[src/rtl/sega_joy_scanner.sv]
// Sega DB9 controller scanner.
// Drives the shared select line (pin 7) through a fixed per-frame step schedule and decodes
// Master System, Mega Drive 3-button and 6-button pads independently on each port.
// Each port's 12-bit MXYZ SACB RLDU word is assembled in shadow registers during the frame.
// All ports are then published together in one clock, marked by a frame_done_o strobe.
module sega_joy_scanner #(
   parameter int NUM_PORTS   = 2,
   parameter int STEP_DIV    = 1536,
   parameter int FRAME_STEPS = 256,
   parameter bit ACTIVE_HIGH = 1'b0
) (
   input  logic                     clk_i,
   input  logic                     res_n_i,
   input  logic                     enable_i,
   input  logic [NUM_PORTS*6-1:0]   joy_pins_i,
   output logic                     joy_p7_o,
   output logic [NUM_PORTS*12-1:0]  joy_o,
   output logic [NUM_PORTS-1:0]     six_btn_o,
   output logic [NUM_PORTS-1:0]     md_o,
   output logic                     frame_done_o
);

   localparam int DIV_W  = $clog2(STEP_DIV);
   localparam int STEP_W = $clog2(FRAME_STEPS);

   localparam logic [DIV_W-1:0]  DIV_LAST  = DIV_W'(STEP_DIV - 1);
   localparam logic [STEP_W-1:0] STEP_LAST = STEP_W'(FRAME_STEPS - 1);
   localparam logic [STEP_W-1:0] STEP_0    = STEP_W'(0);
   localparam logic [STEP_W-1:0] STEP_1    = STEP_W'(1);
   localparam logic [STEP_W-1:0] STEP_2    = STEP_W'(2);
   localparam logic [STEP_W-1:0] STEP_4    = STEP_W'(4);
   localparam logic [STEP_W-1:0] STEP_5    = STEP_W'(5);
   localparam logic [STEP_W-1:0] STEP_7    = STEP_W'(7);

   // Shadow words hold raw pin levels: 1 means released.
   localparam logic [11:0]              SHADOW_REL = 12'hFFF;
   localparam logic [NUM_PORTS*12-1:0]  JOY_REL    = ACTIVE_HIGH ? {(NUM_PORTS*12){1'b0}}
                                                                 : {(NUM_PORTS*12){1'b1}};

   // SCAN_RESET only exists between reset release and the first step decision; afterwards the
   // scanner is either running a frame or parked on the last step.
   typedef enum logic [0:0] {
      SCAN_RESET = 1'b0,
      SCAN_RUN   = 1'b1
   } scan_state_t;

   scan_state_t                   state_r, state_s;
   logic [NUM_PORTS*6-1:0]        pins_meta_r, pins_sync_r;
   logic [DIV_W-1:0]              div_r;
   logic [STEP_W-1:0]             step_r, step_s;
   logic                          step_end_s;
   logic                          p7_s, p7_r;
   logic [NUM_PORTS-1:0][11:0]    shadow_r;
   logic [NUM_PORTS-1:0]          md_sh_r, six_sh_r;
   logic                          commit_r, done_r;
   logic [NUM_PORTS*12-1:0]       joy_r;
   logic [NUM_PORTS-1:0]          six_r, md_r;

   // Map a pin-level word onto the published polarity.
   function automatic logic [11:0] to_out_pol(input logic [11:0] lvl);
      logic [11:0] res;
      if (ACTIVE_HIGH) begin
         res = ~lvl;
      end else begin
         res = lvl;
      end
      return res;
   endfunction

   assign step_end_s = (div_r == DIV_LAST);

   // Two-flop synchroniser on every raw pad pin.
   always_ff @(posedge clk_i or negedge res_n_i) begin
      if (!res_n_i) begin
         pins_meta_r <= {(NUM_PORTS*6){1'b1}};
         pins_sync_r <= {(NUM_PORTS*6){1'b1}};
      end else begin
         pins_meta_r <= joy_pins_i;
         pins_sync_r <= pins_meta_r;
      end
   end

   // Next step / state and the select level that goes with the next step.
   always_comb begin
      state_s = state_r;
      step_s  = step_r;
      p7_s    = 1'b1;
      if (step_end_s) begin
         if ((state_r == SCAN_RESET) || (step_r == STEP_LAST)) begin
            // Frame boundary: enable decides between a new frame and parking.
            state_s = SCAN_RUN;
            if (enable_i) begin
               step_s = STEP_0;
            end else begin
               step_s = STEP_LAST;
            end
         end else begin
            step_s = step_r + STEP_W'(1);
         end
      end else begin
         step_s = step_r;
      end
      // Even steps 0..6 pull select low; everything else, including park, keeps it high.
      if ((state_s == SCAN_RUN) && (step_s < STEP_7) && (step_s[0] == 1'b0)) begin
         p7_s = 1'b0;
      end else begin
         p7_s = 1'b1;
      end
   end

   // Step divider, scan state, step counter and registered select line.
   always_ff @(posedge clk_i or negedge res_n_i) begin
      if (!res_n_i) begin
         div_r   <= {DIV_W{1'b0}};
         state_r <= SCAN_RESET;
         step_r  <= STEP_0;
         p7_r    <= 1'b1;
      end else begin
         div_r   <= step_end_s ? {DIV_W{1'b0}} : (div_r + DIV_W'(1));
         state_r <= state_s;
         step_r  <= step_s;
         p7_r    <= p7_s;
      end
   end

   // End-of-step sampling into the per-port shadow registers.
   always_ff @(posedge clk_i or negedge res_n_i) begin
      if (!res_n_i) begin
         shadow_r <= {NUM_PORTS{SHADOW_REL}};
         md_sh_r  <= {NUM_PORTS{1'b0}};
         six_sh_r <= {NUM_PORTS{1'b0}};
      end else if (step_end_s && (state_r == SCAN_RUN)) begin
         for (int p = 0; p < NUM_PORTS; p++) begin
            case (step_r)
               STEP_1: begin
                  // {C,B,R,L,D,U} line up with {p9,p6,right,left,down,up}.
                  shadow_r[p][5:0] <= pins_sync_r[6*p +: 6];
               end
               STEP_2: begin
                  // A Mega Drive pad grounds left and right while select is low.
                  if ((pins_sync_r[6*p+3] == 1'b0) && (pins_sync_r[6*p+2] == 1'b0)) begin
                     md_sh_r[p]       <= 1'b1;
                     shadow_r[p][7:6] <= pins_sync_r[6*p+4 +: 2];
                  end else begin
                     md_sh_r[p]       <= 1'b0;
                     shadow_r[p][7:6] <= 2'b11;
                  end
               end
               STEP_4: begin
                  // Third low phase of a 6-button pad grounds all four directions.
                  six_sh_r[p] <= md_sh_r[p] && (pins_sync_r[6*p +: 4] == 4'b0000);
               end
               STEP_5: begin
                  if (six_sh_r[p]) begin
                     shadow_r[p][11:8] <= pins_sync_r[6*p +: 4];
                  end else begin
                     shadow_r[p][11:8] <= 4'hF;
                  end
               end
               default: begin
               end
            endcase
         end
      end
   end

   // Commit of all shadow words together, one clock after step 5 completes.
   always_ff @(posedge clk_i or negedge res_n_i) begin
      if (!res_n_i) begin
         commit_r <= 1'b0;
         done_r   <= 1'b0;
         joy_r    <= JOY_REL;
         six_r    <= {NUM_PORTS{1'b0}};
         md_r     <= {NUM_PORTS{1'b0}};
      end else begin
         commit_r <= step_end_s && (state_r == SCAN_RUN) && (step_r == STEP_5);
         done_r   <= commit_r;
         if (commit_r) begin
            for (int p = 0; p < NUM_PORTS; p++) begin
               joy_r[12*p +: 12] <= to_out_pol(shadow_r[p]);
            end
            six_r <= six_sh_r;
            md_r  <= md_sh_r;
         end
      end
   end

   assign joy_p7_o     = p7_r;
   assign joy_o        = joy_r;
   assign six_btn_o    = six_r;
   assign md_o         = md_r;
   assign frame_done_o = done_r;

endmodule

[config.mk]
export PLATFORM = sky130hd
export DESIGN_NAME = sega_joy_scanner
export DESIGN_NICKNAME = d
export VERILOG_FILES = /design/src/rtl/sega_joy_scanner.sv
export SDC_FILE = /design/constraint.sdc
export NUM_CORES = 1
export LEC_CHECK = 0
export ABC_AREA = 1
export CAP_MARGIN = 20
export CORE_UTILIZATION = 55
export CTS_BUF_LIST = sky130_fd_sc_hd__clkbuf_4 sky130_fd_sc_hd__clkbuf_8
export CTS_CLUSTER_SIZE = 24
export DETAILED_ROUTE_END_ITERATION = 8
export DONT_BUFFER_PORTS = 1
export PLACE_DENSITY = 0.7
export RECOVER_POWER = 100
export SLEW_MARGIN = 20
export SYNTH_ARGS = -nofsm -noshare
export SYNTH_HDL_FRONTEND = slang
export SYNTH_SLANG_ARGS = --single-unit
[constraint.sdc]
create_clock -name clk_i -period 4.4 [get_ports clk_i]
set_clock_uncertainty 0.1 [all_clocks]
set_input_delay 0.44 -clock clk_i [delete_from_list [all_inputs] [get_ports clk_i]]
set_output_delay 0.44 -clock clk_i [all_outputs]
set_load 0.05 [all_outputs]
## After elaboration in Yosys (flattened, before gate mapping)

Cells that the tools add are included.

- Bits in registers: 103
- Input bits: 15

- Add/sub/neg operators: 2
- Magnitude comparators: 1
- Equal/unequal tests: 6
- Mux-type cells: 13
- Bitwise operators: 6
- Reduce and logical (&&, ||, !) cells: 15

Operators with widths:

| kind | count |
|---|---|
| $mux W8 | 3 |
| $eq A8 B3 Y1 const B | 2 |
| $add A11 B1 Y11 const B | 1 |
| $eq A11 B11 Y1 const B | 1 |
| $mux W11 | 1 |
| $add A8 B1 Y8 const B | 1 |
| $eq A8 B1 Y1 const B | 1 |
| $eq A8 B2 Y1 const B | 1 |
| $eq A8 B8 Y1 const B | 1 |
| $logic_and A1 B1 Y1 | 8 |
| $logic_not A4 Y1 | 2 |
| $lt A8 B3 Y1 const B | 1 |
| $mux W4 | 2 |
| $reduce_and A2 Y1 | 4 |
| $not A1 Y1 | 6 |
| $mux W1 | 5 |
| $mux W2 | 2 |
| $logic_or A1 B1 Y1 | 1 |

## Longest topological paths before layout

Gate-level depths: netlist of the first run.

- Depth after elaboration: 8
- Gate-level depth with buffers: 11
- Depth with buffers taken out: 11

## Least setup slack after synthesis of the first run

OpenSTA, ideal clock, no wires.

- Path type: reg2reg
- Start: register div_r[0]
- End: register shadow_r[11] (netlist bit)
- Library setup time: 78 ps
- Data arrival time: 1522 ps
- Slack: 2700 ps
- Stages on the path, launching flop included: 12
- Clock period less this slack: 1700 ps
- Cells stage by stage: dfrtp_1 > ha_1 > nand3_2 > nor2_4 > nand2_4 > nor2_8 > nand2_4 > clkinv_2 > nand2_2 > buf_6 > nand2_1 > o21ai_2

- Word-level cells in the longest chain between the ends: 3

RTL lines:

| item | line | RTL |
|---|---|---|
| start, declared | 49 | `logic [DIV_W-1:0] div_r;` |
| start signal, assigned | 114 | `div_r <= {DIV_W{1'b0}};` |
| start signal, assigned | 119 | `div_r <= step_end_s ? {DIV_W{1'b0}} : (div_r + DIV_W'(1));` |
| $eq A11 B11 Y1 | 70 | `assign step_end_s = (div_r == DIV_LAST);` |
| $logic_and A1 B1 Y1 | 132 | `end else if (step_end_s && (state_r == SCAN_RUN)) begin` |
| $reduce_and A2 Y1 (no source line) | - |  |
| end signal, assigned | 129 | `shadow_r <= {NUM_PORTS{SHADOW_REL}};` |
| end signal, assigned by index | 137 | `shadow_r[p][5:0] <= pins_sync_r[6*p +: 6];` |
| end signal, assigned by index | 143 | `shadow_r[p][7:6] <= pins_sync_r[6*p+4 +: 2];` |
| end, declared | 53 | `logic [NUM_PORTS-1:0][11:0] shadow_r;` |

Every way passes these cells.
A chain may end at the register's enable or synchronous reset.

==> results.py, run 1 <==
metrics = {
    "die": {
        "row_count": 31,
        "fp.dieH_um": 89.8,
        "core_mm2": 0.00737,
        "pin_count": 45,
        "start_util": 0.575,
        "die-area_mm2": 0.00806,
        "die_x_um": 89.8,
    },
    "layout": {
        "fin_cells": 513,
        "stdcell_area_mm2": 0.00457,
        "fillers": 624,
        "drive_gt1_frac": 0.232,
        "multi_input_area_mm2": 0.00125,
        "syn_to_final_growth_pct": 7.67,
        "fin_nets": 429,
        "regArea_mm2": 0.00267,
        "diodes": 0,
    },
    "timing": {
        "fin_crit_ns": 2.79,
        "setup_viol": 0,
        "fin_setup_tns_ns": 0,
        "layout_setup_ws_ns": 1.61,
        "hold_violations": 0,
        "slew_viol_final": 138,
        "max_freq_mhz": 358,
        "rsz0062_at_grt": "false",
        "min_period_over_period": 0.635,
        "slew_headroom": -0.563,
        "tightest_slew_ns": 2.35,
    },
    "place": {
        "port-buffer-count": 0,
        "hpwl_um": 4940,
        "gp_congestion": 0.838,
        "placed_area_mm2": 0.00433,
        "pre_cts_ws_ns": 2.19,
        "dp.cells": 483,
    },
    "run_status": {
        "violations": "max-capacitance violations, max-slew violations",
        "status": "finished, violations left",
    },
    "critical_path": {
        "cp_max_fo": 103,
        "slowest_stage": "clkbuf_2",
        "critPathLaunchType": "input pin",
        "r2r_cells": 8,
        "timing.rr.end": "shadow_r[19]",
        "cp_top_family": "buffers and inverters",
        "r2r_start": "div_r[0]",
        "r2r_slack_ns": 1.65,
        "end_kind": "async pin",
        "worst-path-buf-inv": 2,
        "arrival_ns": 2.70,
        "worstPathRequired_ns": 4.31,
        "max_stage_delay_ns": 1.67,
        "path_class": "input pin to async pin",
        "crit_chain": "dlygate4sd3_1, clkbuf_2",
    },
    "grt": {
        "grt_overflow_total": 0,
        "grt_pass1_vias": 2662,
        "antenna_found_initial": 0,
        "grt_usage": 0.207,
        "grt_pass1_wl_um": 13200,
        "grt_max_degree": 104,
    },
    "synth": {
        "synth_nets": 411,
        "syn_area_mm2": 0.00424,
        "synth.most_common_cell": "nand2_1",
        "yosys_warnings": 0,
        "avgSynthCellArea_um2": 10.8,
        "yosys.area.top_type": "dfstp_2",
        "synth_area_leaders": "dfstp_2 (45%), dfrtp_1 (18%), nand2_1 (7.7%), mux2_2 (5.8%), inv_1 (4.0%)",
        "synth_cell_types": 33,
        "ys_ff_latch": 103,
        "ys_top_cells_by_count": "nand2_1 (87), dfstp_2 (73), inv_1 (45), nor2_1 (33), dfrtp_1 (30)",
        "synth_ff_type": "dfstp_2",
        "yosysTopAreaCellShare": 0.452,
        "synth_edf_count": 0,
        "postSynth.asyncResetShare": 1.00,
        "ys_seq_area_frac": 0.629,
        "postSynthCellCount": 391,
    },
    "min_path": {
        "hp-start": "pins_meta_r[8]",
        "min_delay_worst_endpoint": "pins_sync_r[8]",
        "hold_class": "flop to flop",
        "min_path_cells": 0,
    },
    "clock_tree": {
        "cts_setup_buffers": 0,
        "clockBufferDepth": 2,
        "cts-root-buf": "clkbuf_8",
        "cts.clk_slew.worst_paths_ns": 0.10,
        "tritoncts": "built",
        "clkSinkCount": 103,
        "cts-buffers-inserted": 9,
        "cts_resized": 0,
        "htree_levels": 3,
        "insertion_delay_ns": 0.36,
    },
    "detailed_routing": {
        "totalWireLength_um": 7300,
        "routed_via_density": 5.04,
        "vias": 2585,
        "detail_route.wl_per_cell_um": 14.2,
        "drtIter0Drc": 124,
        "drt_pass1_iterations": 4,
        "drc_errors": 0,
        "ant_nets": 0,
    },
    "pwr": {
        "power_density_mw_per_mm2": 345,
        "fin_total_pwr_mw": 1.58,
        "peakVddDrop_v": 0.000253,
        "power.leakage_nw": 2.08,
    },
    "run": {
        "drv_cap": 2,
    },
}
state kept, by name (all words and copies together), names as in the netlist:
signal and flops:
commit_r 1, div_r 11, frame_done_o 1, joy_o 24, joy_p7_o 1, md_o 2
md_sh_r 2, pins_meta_r 12, pins_sync_r 12, shadow_r 24, six_btn_o 2, six_sh_r 2
state_r 1, step_r 8
cell usage in the layout, fill, tap and decap left out, drive strengths merged:
| master | instances |
|---|---|
| nand4 | 4 |
| dfrtp | 30 |
| mux2 | 22 |
| a21oi | 10 |
| dlygate4sd3 | 13 |
| clkinvlp | 1 |
| clkbuf | 11 |
| a31oi | 2 |
| dfstp | 73 |
| o21ai | 28 |
| nor4 | 3 |
| ha | 5 |
| clkinv | 4 |
| a22oi | 1 |
| nand2 | 90 |
| nand3 | 22 |
| nor2 | 37 |
| inv | 50 |
| nor3 | 4 |
| xor2 | 4 |
stage by stage:
step / hold WS, ns / utilization
2_1_floorplan: 0.0444 / -
3_3_place_gp: 0.0468 / 0.587
3_5_place_dp: 0.0473 / 0.587
4_1_cts: 0.264 / 0.635
5_1_grt: 0.266 / 0.620
6_report: 0.262 / 0.620
cells by family (layout without fill, tap and decap cells):
group | after synthesis | in the layout | synth area share
buf+inv | 56 | 79 | 0.0531
mux | 22 | 22 | 0.0584
fa+ha+maj | 5 | 5 | 0.0148
xor+xnor | 4 | 4 | 0.00826
compound gates | 41 | 41 | 0.0620
flops | 103 | 103 | 0.629
simple gates | 160 | 160 | 0.174
report_power, final:
part | switching (mW) | internal [mW]
sequential | 0.00531 | 0.967
clock | 0.346 | 0.224
combinational | 0.0240 | 0.00953
layout make-up:
class                   count  area share
clock buffers               9      0.0271
repair buffers             15      0.0304
multi-input cells         232       0.275
clock inverters             7      0.0162
inverters                  48      0.0397
flip-flops and latches    103       0.585
well taps                  99      0.0271
routing by layer:
metal,part of all wire,GRT usage
met5,0,0
met4,0.011,0.0615
met3,0.042,0.0457
met2,0.46,0.316
met1,0.49,0.298
timing repair:
item                                   CTS  global route
setup endpoints to repair                0             0
endpoints found under the hold margin  115             0
hold buffers                            14             0
worst max path at each step:
stage / startpoint / slack (ns) / depth (start not counted) / to
global route: res_n_i / 1.03 / 2 / md_sh_r[0]
global placement: div_r[0] / 2.31 / 10 / shadow_r[17]
CTS: div_r[0] / 2.17 / 9 / shadow_r[12]
floorplan: div_r[0] / 2.70 / 11 / shadow_r[11]
finish: res_n_i / 1.61 / 2 / md_sh_r[1]
detailed placement: div_r[0] / 2.19 / 9 / shadow_r[12]
No activity file was read; power rests on OpenSTA's default activity.
==> run 2: changes to the inputs <==
--- a/config.mk
+++ b/config.mk
@@ -12,7 +12,7 @@
 export CTS_CLUSTER_SIZE = 24
 export DETAILED_ROUTE_END_ITERATION = 8
 export DONT_BUFFER_PORTS = 1
-export PLACE_DENSITY = 0.7
+export PLACE_DENSITY = 0.73
 export RECOVER_POWER = 100
 export SLEW_MARGIN = 20
 export SYNTH_ARGS = -nofsm -noshare
==> constraint.sdc (replaced) <==
create_clock -name clk_i -period 2.5 [get_ports clk_i]
set_clock_uncertainty 0.1 [all_clocks]
set_input_delay 0.25 -clock clk_i [delete_from_list [all_inputs] [get_ports clk_i]]
set_output_delay 0.25 -clock clk_i [all_outputs]
set_load 0.05 [all_outputs]
==> results.py, run 2 (same netlist as run 1, synthesis figures left out) <==
metrics = {
    "detailed_routing": {
        "drc_errors": 0,
        "drt_pass1_iterations": 5,
        "vias": 2633,
        "ant_nets": 0,
        "routed_via_density": 5.13,
        "drtIter0Drc": 127,
        "detail_route.wl_per_cell_um": 14.5,
        "totalWireLength_um": 7430,
    },
    "timing": {
        "layout_setup_ws_ns": 0.352,
        "holdWs_ns": -0.523,
        "min_period_over_period": 0.859,
        "tightest_slew_ns": 1.01,
        "fin_setup_tns_ns": 0,
        "rsz0062_at_grt": "false",
        "slew_viol_final": 0,
        "max_freq_mhz": 466,
        "hold_violations": 103,
        "fin_crit_ns": 2.15,
        "setup_viol": 0,
        "slew_headroom": 0.330,
    },
    "place": {
        "pre_cts_ws_ns": 0.555,
        "dp.cells": 485,
        "gp_congestion": 0.900,
        "port-buffer-count": 0,
        "hpwl_um": 5170,
    },
    "grt": {
        "grt_usage": 0.209,
        "grt_overflow_total": 0,
        "grt_max_degree": 104,
        "antenna_found_initial": 0,
        "grt_pass1_wl_um": 13300,
        "grt_pass1_vias": 2779,
    },
    "critical_path": {
        "critPathLaunchType": "flop",
        "r2r_cells": 2,
        "path_class": "flop to flop",
        "arrival_ns": 2.34,
        "r2r_slack_ns": 0.35,
        "cp_max_fo": 19,
        "worstPathRequired_ns": 2.69,
        "end_kind": "flop",
    },
    "clock_tree": {
        "cts.clk_slew.worst_paths_ns": 0.09,
        "ctsHoldBuffers": 12,
        "htree_levels": 3,
        "cts_resized": 0,
        "cts-root-buf": "clkbuf_8",
        "clockBufferDepth": 2,
        "insertion_delay_ns": 0.36,
        "cts-buffers-inserted": 9,
        "tritoncts": "built",
        "clkSinkCount": 103,
        "cts_setup_buffers": 0,
    },
    "pwr": {
        "pwr-share-comb": 0.010,
        "pwr-share-clk": 0.394,
        "power.leakage_nw": 2.10,
        "switching_power_uw": 563,
        "switching_share": 0.196,
        "power_density_mw_per_mm2": 623,
        "peakVddDrop_v": 0.000462,
        "seq_power_share": 0.597,
        "p_int_mw": 2.31,
        "fin_total_pwr_mw": 2.87,
    },
    "die": {
        "die_x_um": 89.8,
        "start_util": 0.575,
        "core_mm2": 0.00737,
        "fp.dieH_um": 89.8,
        "pin_count": 45,
        "row_count": 31,
        "die-area_mm2": 0.00806,
    },
    "run_status": {
        "status": "finished, violations left",
        "violations": "negative hold slack",
    },
    "layout": {
        "final_cell_mix": "nand2_1 (89), dfstp_2 (48), inv_1 (45)",
        "drive_gt1_frac": 0.237,
        "syn_to_final_growth_pct": 8.62,
        "fin_cells": 513,
        "layout_commonest_cell": "nand2_1",
        "diodes": 0,
        "fin_nets": 429,
    },
    "run": {
        "drv_cap": 0,
    },
    "min_path": {
        "hold_class": "input pin to async pin",
    },
}
## run 2: path summary, 6_finish.rpt
path | endpoint | startpoint
worst max-delay path | joy_o[8] | commit_r
worst min-delay path | six_sh_r[0] | res_n_i
worst max register to register | joy_o[8] | commit_r
worst min register to register | pins_sync_r[2] | pins_meta_r[2]
max in group asynchronous | pins_sync_r[9] | res_n_i
min in group clk_i | step_r[2] | enable_i
## run 2: per-stage QoR
step | instance area, µm² | util
4_1_cts | 4690 | 0.637
3_5_place_dp | 4360 | 0.591
6_report | 4610 | 0.625
5_1_grt | 4610 | 0.625
3_3_place_gp | 4360 | 0.591
2_1_floorplan | 4240 | -
## run 2: power by group through the flow
stage                     sequential, mW  combinational (mW)  clock (mW)
after floorplan                     1.74             0.00995           0
after global placement              1.74              0.0143           0
after detailed placement            1.74              0.0140           0
after CTS                           1.72              0.0292        1.16
after global routing                1.72              0.0315        1.23
final                               1.71              0.0280        1.13
## run 2: cell type report
class	instances	area, µm²
Inverter	48	181
Clock inverter	5	80.1
Multi-Input combinational cell	232	1280
Tap cell	99	124
Timing Repair Buffer	15	135
Sequential cell	103	2670
Fill cell	606	2760
Clock buffer	11	139
## run 2: metal layers
| metal | routed length [µm] | vias to the layer above | GRT usage |
|---|---|---|---|
| met5 | 0 | - | 0 |
| met4 | 140 | 0 | 0.0779 |
| met3 | 425 | 20 | 0.0541 |
| met2 | 3380 | 75 | 0.324 |
| met1 | 3480 | 1261 | 0.283 |
| li1 | - | 1277 | - |
## run 2: critical path: stages, from the launching register on
cell and delay [ns]:
dfrtp_1 0.74, clkbuf_1 0.81, mux2_2 0.42
